==> src/rtl/ps2_key_tracker.sv <==
// PS/2 scan-code parser with a small held-key table, press counter and overflow flag.
// Optional macro PS2_TYPEMATIC_CNT_EN: typematic repeat makes also bump press_cnt/last_code.
module ps2_key_tracker #(
  parameter int DEPTH = 4,
  parameter int CNT_W = 8
) (
  input  logic                       clk,
  input  logic                       rst,
  input  logic [7:0]                 rx_data,
  input  logic                       rx_valid,
  input  logic                       ovf_clr,
  output logic                       evt_valid,
  output logic                       evt_make,
  output logic                       evt_ext,
  output logic [7:0]                 evt_code,
  output logic [7:0]                 last_code,
  output logic [$clog2(DEPTH+1)-1:0] held_cnt,
  output logic                       any_held,
  output logic [CNT_W-1:0]           press_cnt,
  output logic                       overflow
);

  localparam int HW = $clog2(DEPTH + 1);
  localparam int IW = (DEPTH > 1) ? $clog2(DEPTH) : 1;

  typedef enum logic [1:0] {
    S_WAIT    = 2'd0,
    S_EXT     = 2'd1,
    S_BRK     = 2'd2,
    S_EXT_BRK = 2'd3
  } state_t;

  state_t            state_q, state_d;
  logic              done_s, make_s, ext_s;

  logic [DEPTH-1:0]  vld_q;
  logic [DEPTH-1:0]  ext_q;
  logic [7:0]        code_q [DEPTH];

  logic              hit_s, free_s;
  logic [IW-1:0]     hit_idx_s, free_idx_s;
  logic              new_make_s, drop_s, clr_s, count_s;
  logic [HW-1:0]     held_s;

  logic              evt_valid_q, evt_make_q, evt_ext_q;
  logic [7:0]        evt_code_q, last_code_q;
  logic [CNT_W-1:0]  press_cnt_q;
  logic              overflow_q;

  // Parser state register
  always_ff @(posedge clk or negedge rst) begin
    if (!rst) begin
      state_q <= S_WAIT;
    end else begin
      state_q <= state_d;
    end
  end

  // Parser next state and event decode
  always_comb begin
    state_d = state_q;
    done_s  = 1'b0;
    make_s  = 1'b0;
    ext_s   = 1'b0;
    if (rx_valid) begin
      case (state_q)
        S_WAIT: begin
          if (rx_data == 8'hE0) begin
            state_d = S_EXT;
          end else if (rx_data == 8'hF0) begin
            state_d = S_BRK;
          end else begin
            done_s = 1'b1;
            make_s = 1'b1;
          end
        end
        S_EXT: begin
          ext_s = 1'b1;
          if (rx_data == 8'hF0) begin
            state_d = S_EXT_BRK;
          end else begin
            done_s  = 1'b1;
            make_s  = 1'b1;
            state_d = S_WAIT;
          end
        end
        S_BRK: begin
          done_s  = 1'b1;
          state_d = S_WAIT;
        end
        S_EXT_BRK: begin
          done_s  = 1'b1;
          ext_s   = 1'b1;
          state_d = S_WAIT;
        end
        default: begin
          state_d = S_WAIT;
        end
      endcase
    end else begin
      state_d = state_q;
    end
  end

  // Table lookup: matching slot, lowest free slot, occupancy count
  always_comb begin
    hit_s      = 1'b0;
    hit_idx_s  = {IW{1'b0}};
    free_s     = 1'b0;
    free_idx_s = {IW{1'b0}};
    held_s     = {HW{1'b0}};
    for (int i = 0; i < DEPTH; i++) begin
      if (vld_q[i] && (ext_q[i] == ext_s) && (code_q[i] == rx_data)) begin
        hit_s     = 1'b1;
        hit_idx_s = IW'(i);
      end else begin
        hit_s     = hit_s;
      end
      held_s = held_s + HW'(vld_q[i]);
    end
    for (int i = DEPTH - 1; i >= 0; i--) begin
      if (!vld_q[i]) begin
        free_s     = 1'b1;
        free_idx_s = IW'(i);
      end else begin
        free_s     = free_s;
      end
    end
  end

  assign new_make_s = done_s & make_s & ~hit_s & free_s;
  assign drop_s     = done_s & make_s & ~hit_s & ~free_s;
  assign clr_s      = done_s & ~make_s & hit_s;

`ifdef PS2_TYPEMATIC_CNT_EN
  logic rep_make_s;
  assign rep_make_s = done_s & make_s & hit_s;
  assign count_s    = new_make_s | rep_make_s;
`else
  assign count_s    = new_make_s;
`endif

  // Held-key table: insert new makes, remove broken keys
  always_ff @(posedge clk or negedge rst) begin
    if (!rst) begin
      vld_q <= {DEPTH{1'b0}};
      ext_q <= {DEPTH{1'b0}};
      for (int i = 0; i < DEPTH; i++) begin
        code_q[i] <= 8'h00;
      end
    end else if (new_make_s) begin
      vld_q[free_idx_s]  <= 1'b1;
      ext_q[free_idx_s]  <= ext_s;
      code_q[free_idx_s] <= rx_data;
    end else if (clr_s) begin
      vld_q[hit_idx_s] <= 1'b0;
    end else begin
      vld_q <= vld_q;
    end
  end

  // Event outputs, counters and sticky overflow
  always_ff @(posedge clk or negedge rst) begin
    if (!rst) begin
      evt_valid_q <= 1'b0;
      evt_make_q  <= 1'b0;
      evt_ext_q   <= 1'b0;
      evt_code_q  <= 8'h00;
      last_code_q <= 8'h00;
      press_cnt_q <= {CNT_W{1'b0}};
      overflow_q  <= 1'b0;
    end else begin
      evt_valid_q <= done_s;
      if (done_s) begin
        evt_make_q <= make_s;
        evt_ext_q  <= ext_s;
        evt_code_q <= rx_data;
      end else begin
        evt_code_q <= evt_code_q;
      end
      if (count_s) begin
        press_cnt_q <= press_cnt_q + {{(CNT_W-1){1'b0}}, 1'b1};
        last_code_q <= rx_data;
      end else begin
        press_cnt_q <= press_cnt_q;
      end
      // A drop in the same cycle as a clear request keeps the flag set
      if (drop_s) begin
        overflow_q <= 1'b1;
      end else if (ovf_clr) begin
        overflow_q <= 1'b0;
      end else begin
        overflow_q <= overflow_q;
      end
    end
  end

  assign evt_valid = evt_valid_q;
  assign evt_make  = evt_make_q;
  assign evt_ext   = evt_ext_q;
  assign evt_code  = evt_code_q;
  assign last_code = last_code_q;
  assign held_cnt  = held_s;
  assign any_held  = (held_s != {HW{1'b0}});
  assign press_cnt = press_cnt_q;
  assign overflow  = overflow_q;

endmodule

==> config.mk <==
export PLATFORM = sky130hd
export DESIGN_NAME = ps2_key_tracker
export DESIGN_NICKNAME = d
export VERILOG_FILES = /design/src/rtl/ps2_key_tracker.sv
export SDC_FILE = /design/constraint.sdc
export NUM_CORES = 1
export LEC_CHECK = 0
export CAP_MARGIN = 25
export CORE_ASPECT_RATIO = 0.7
export CORE_MARGIN = 2
export CORE_UTILIZATION = 50
export CTS_BUF_LIST = sky130_fd_sc_hd__clkbuf_8 sky130_fd_sc_hd__clkbuf_16
export DETAILED_ROUTE_END_ITERATION = 6
export GPL_TIMING_DRIVEN = 0
export HOLD_SLACK_MARGIN = 0.05
export PLACE_DENSITY = 0.75
export SLEW_MARGIN = 20
export SYNTH_ARGS = -nofsm -noshare
export SYNTH_HDL_FRONTEND = slang
export SYNTH_SLANG_ARGS = --single-unit
==> constraint.sdc <==
create_clock -name clk -period 4.9 [get_ports clk]
set_input_delay 1.225 -clock clk [delete_from_list [all_inputs] [get_ports clk]]
set_output_delay 1.225 -clock clk [all_outputs]
set_load 0.02 [all_outputs]
== Yosys cells after proc, flatten, opt, wreduce, memory -nomap -nowiden ==
Cells that the tools add are included.

* Register bits: 70
* Word-level logic and storage cells: 108
* Output and inout bits: 32
* Input bits: 12

* Muxes and demuxes: 39
* Reductions and logical operators: 18
* $add $sub $neg: 4
* $lt $le $gt $ge: 6
* Equality and inequality tests: 14
* Bitwise operators: 13

{| class="wikitable"
|+ Operators by type and width
! cell !! number
|-
| bitwise mux 32 bit || 1
|-
| equality test 8 bit || 4
|-
| two-way mux 1 bit || 19
|-
| two-way mux 2 bit || 9
|-
| demux 8 bit (select 2 bit) || 1
|-
| equality test 8 bit (second input constant) || 2
|-
| logical AND 1 bit || 11
|-
| adder 8 x 1 -> 8 bit (second input constant) || 1
|-
| two-way mux 4 bit || 2
|-
| two-way mux 8 bit || 1
|-
| bitwise AND 1 bit || 6
|-
| less-than comparator 2 x 3 -> 1 bit (second input constant) || 2
|-
| case mux 2 bit (3 select lines) || 1
|-
| bitwise AND 4 bit || 1
|-
| bitwise mux 4 bit || 1
|-
| demux 1 bit (select 2 bit) || 2
|-
| equality test 1 bit || 4
|-
| equality test 2 bit (second input constant) || 2
|-
| greater-or-equal comparator 2 x 1 -> 1 bit (second input constant) || 2
|-
| NOT 4 bit || 1
|-
| bitwise OR 4 bit || 1
|-
| nonzero test 2 bit || 2
|-
| OR reduction 2 bit || 2
|-
| adder 2 x 1 -> 3 bit || 1
|-
| other kinds (13) || 15
|}

== Logic depth before layout (Yosys ltp) ==
Gate-level depths: netlist of run 1.

* Word-level depth: 18
* Mapped depth: 10
* Depth with buffers taken out: 6

== Least setup slack after synthesis of run 1 ==
No wires, ideal clock.

* Path kind: register to output
* Start: reg vld_q[0]
* End: out any_held
* Data arrival time: 2,346 ps
* Buffers on the path: 1
* Cell stages (with the launch flop): 8
* Data required time: 3,675 ps
* Slack: 1,329 ps
* Cell sequence: dfrtp_1 > clkbuf_1 > inv_1 > fa_1 > inv_1 > ha_1 > ha_1 > or3_1

* Word-level cells in the longest chain between the ends: 4

{| class="wikitable"
|+ RTL lines
! what !! line !! source
|-
| from (decl) || 36 || <nowiki>logic [DEPTH-1:0] vld_q;</nowiki>
|-
| from (signal assigned) || 146 || <nowiki>vld_q <= {DEPTH{1'b0}};</nowiki>
|-
| from (signal assigned) || 158 || <nowiki>vld_q <= vld_q;</nowiki>
|-
| adder 1 x 1 -> 2 bit || 119 || <nowiki>held_s = held_s + HW'(vld_q[i]);</nowiki>
|-
| adder 2 x 1 -> 3 bit || 119 ||
|-
| adder 3 x 1 -> 3 bit || 119 ||
|-
| named net held_cnt[1] || 17 || <nowiki>output logic [$clog2(DEPTH+1)-1:0] held_cnt,</nowiki>
|-
| nonzero test 3 bit || 204 || <nowiki>assign any_held = (held_s != {HW{1'b0}});</nowiki>
|-
| to (decl) || 18 || <nowiki>output logic any_held,</nowiki>
|}

The timed path passes the listed nets, and every way through them passes these cells.

== Worst setup path after layout of run 1 ==
* Start: reg vld_q[0]
* End: out any_held

* Word-level cells in the longest chain between the ends: 4

{| class="wikitable"
|+ RTL lines
! what !! line
|-
| adder 1 x 1 -> 2 bit || 119
|-
| adder 2 x 1 -> 3 bit || 119
|-
| adder 3 x 1 -> 3 bit || 119
|-
| nonzero test 3 bit || 204
|}

Every way passes these cells.

==> out/metrics.csv, run 1 <==
stage;metric;value;unit
clocking;clk_path_buf_depth;2;
logic_synthesis;yosys_warnings;0;
clocking;htreeDepth;3;
power;p_leak;1.93;nW
hold_path;hp-class;reg -> reg;
setup_path;critical-path-max-stage-delay;0.57;ns
routing;met1_length;3640;um
clocking;cts_root_buffer;clkbuf_8;
logic_synthesis;ys_ff_latch;70;
global_routing;track_usage;20.7;%
setup_path;worstPathMaxFanout;6;
logic_synthesis;synthesis.area;3420;um^2
logic_synthesis;avgSynthCellArea;12.2;um^2
routing;highest_layer;met4;
routing;routedWlPerCell;16.1;um
sta;period_needed;4.43;ns
global_routing;antenna_found_initial;0;
logic_synthesis;syn_nets;296;
floorplan;fp.dieW;103;um
setup_path;worst_ep_arrival_time;3.20;ns
power;cellPowerDensity;392;nW/um^2
power;power_frac_seq;43.3;%
routing;ant_nets;0;
power;vdd_ir_drop_max;358;uV
final_layout;num-fill-cells;534;
floorplan;boundaryPins;44;
sta;rsz0062_at_grt;no;
routing;drc;0;
setup_path;path_buf_inv;4;
final_layout;drive_gt1_share;21.9;%
floorplan;dieArea;7520;um^2
power;internal_power;1.19;mW
sta;fin_setup_tns;0;ns
setup_path;crit_required;3.67;ns
power;switching_share;28.4;%
clocking;cts_setup_buffers;0;
floorplan;num_rows;25;
clocking;cts_tree;built;
clocking;clock_sinks;70;
logic_synthesis;netlist-cell-type-count;42;
placement;io_buffers;42;
routing;wl;6960;um
sta;finalSetupViolCount;0;
routing;wl_met2;2940;um
global_routing;grt_pass1_wl;11500;um
placement;gp_congestion;0.813;
sta;max_freq;226;MHz
routing;first_pass_iters;4;
logic_synthesis;synth-main-ff-cell;dfrtp_1;
sta;max-slew-margin-rel;33.5;%
global_routing;grt_overflow;0;
clocking;cts_made_buffers;9;
floorplan;die_h;73.2;um
logic_synthesis;async_flop_share;100;%
final_layout;finalNetCount;350;
setup_path;endpoint_kind;primary output;
setup_path;critPathTopFamily;buffers and inverters;
routing;vias;2210;
sta;slew_violations;0;
run_status;status;finished, final reports clean;
clocking;cts_resized;0;
clocking;clock_latency;0.35;ns
clocking;clkSlewWorstSetupHoldPaths;0.08;ns
power;p_sw;0.470;mW
job;max_cap_viol_count;0;
placement;place_inst;416;
global_routing;grt_max_degree;57;
power;combPwrFrac;22.3;%
final_layout;area_growth;23.7;%
floorplan;core_area;6690;um^2
routing;via_per_inst;5.12;
setup_path;setup.worst_path.class;reg -> out;
setup_path;critPathSlowestCell;fa_1;
logic_synthesis;post_synth_inst_count;279;
routing;wl_met3;304;um
floorplan;start_util;51.0;%
setup_path;start_kind;register;
clocking;hold_buffers;0;
logic_synthesis;synth_edf_count;0;
global_routing;grt_pass1_vias;2268;
sta;hold_viol_final;0;
power;pwr-share-clk;34.3;%
sta;clock_skew;0.00955;ns
routing;dr.first_iter.drc_count;71;
final_layout;n_antenna_cell;0;
sta;tightest_slew;0.986;ns
placement;hpwl;4860;um
logic_synthesis;yosysSeqAreaShare;51.3;%
final_layout;finalNonFillerCells;432;
final_layout;final_util;63.1;%
sta;timing.final.crit_share;90.3;%
setup_path;cp_cell_sequence;clkbuf_1, inv_1, fa_1, inv_1, ha_1, ha_1, or3_1, clkdlybuf4s50_1;
-- through the flow --
step	hold slack (ns)	setup slack (ns)	power (mW)	area [um^2]
2_1_floorplan	0.484	1.33	0.925	3420
3_3_place_gp	0.459	0.209	1.09	3950
3_5_place_dp	0.463	0.854	1.10	3980
4_1_cts	0.481	0.439	1.67	4220
5_1_grt	0.505	0.334	1.73	4220
6_report	0.475	0.474	1.66	4220
-- cell usage in the layout (no fill, tap or decap), types with 3 or more instances in the layout --
cell             synthesis  layout
a21oi_1                  3       3
and3_1                   3       3
buf_2                   10      10
bufinv_16                0       3
clkbuf_8                 0       9
clkdlybuf4s50_1          0      41
dfrtp_1                 70      70
ha_1                     4       4
inv_1                    9       9
mux2_1                  11      11
mux2_2                  26      26
mux2_4                   9       9
nand2_1                 31      31
nand3_1                  9       9
nand4_1                  7       7
nor2_1                   4       4
nor3_1                   4       4
nor4_1                   4       4
o21ai_0                  3       3
xnor2_1                 27      27
xor2_1                  16      16
-- logic make-up (layout without fill, tap and decap cells) --
group | after synthesis | in the layout | share of synthesized area [%]
DFF | 70 | 70 | 51.3
muxes | 47 | 47 | 16.4
AOI/OAI and AO/OA | 13 | 13 | 2.89
adders and majority gates | 5 | 5 | 2.05
xor gates and xnor gates | 43 | 43 | 11.0
buffers and inverters | 23 | 82 | 3.33
and+or+nand+nor | 78 | 78 | 13.0
-- cell usage after synthesis, types with 2 or more instances --
cell	count	share of area [%]
and4_1	2	0.51
nand3_4	2	1.0
or4_1	2	0.44
nor4_1	4	0.73
and3_1	3	0.55
nor3_1	4	0.59
o21ai_0	3	0.44
dfrtp_1	70	51
xor2_1	16	4.1
mux2_1	11	3.6
mux2_4	9	4.0
mux2_2	26	8.6
ha_1	4	1.5
a21oi_1	3	0.44
nand4_1	7	1.3
buf_2	10	1.5
xnor2_1	27	6.9
buf_6	2	0.66
inv_1	9	0.99
a21o_1	2	0.44
nand2_1	31	3.4
nor2_1	4	0.44
nand3_1	9	1.3
-- worst reg2reg max path: stages, from the launching register on --
cell      delay (ns)
dfrtp_1         0.33
clkbuf_1        0.35
inv_1           0.20
nor3_1          0.43
nand2_1         0.31
nand2_2         0.17
buf_6           0.17
mux2_1          0.34
-- power groups by stage --
stage          Clock [mW]  Combinational (mW)  Sequential (mW)
2_1_floorplan           0               0.143            0.782
3_3_place_gp            0               0.362            0.724
3_5_place_dp            0               0.372            0.729
4_1_cts             0.579               0.374            0.717
5_1_grt             0.599               0.403            0.728
6_report            0.568               0.370            0.718
-- routing by layer --
| metal | up-vias | global-route usage, % |
|---|---|---|
| met5 | - | 0 |
| met4 | 0 | 6.73 |
| met1 | 1078 | 31.0 |
| met2 | 52 | 29.4 |
| met3 | 10 | 5.36 |
| li1 | 1070 | - |
-- area by class of cell --
type                       count  area, um^2  area share [%]
buffer                        13        76.3            1.81
clock buffer                   9         124            2.93
sequential                    70        1750            41.5
tap                           94         118            2.78
clock inverter                 7         121            2.87
inverter                      10        37.5           0.889
timing repair buffer          43         445            10.5
multi-input combinational    186        1550            36.7
-- flip-flops by register name (all words and copies together) (netlist names) --
signal	flops
overflow	1
evt_make	1
code_q	32
state_q	2
evt_valid	1
ext_q	4
evt_ext	1
press_cnt	8
evt_code	8
last_code	8
vld_q	4
-- path summary, 6_finish.rpt --
path,from,endpoint,slack [ns],cells after the start
min in group asynchronous,rst,evt_valid,0.73,1
worst max-delay path,vld_q[0],any_held,0.47,8
worst min-delay path,evt_code[3],evt_code[3],0.47,2
worst min register to register,evt_code[3],evt_code[3],0.47,2
max in group asynchronous,rst,last_code[6],3.64,2
worst max register to register,vld_q[0],last_code[3],2.49,7
Note: power is estimated with default switching activity, not from simulation.
==> run 2: changes to the inputs <==
- CTS_CLUSTER_SIZE: unset -> 20
==> results of run 2 <==
The final DEF is identical to that of run 1; final timing and power are the same.
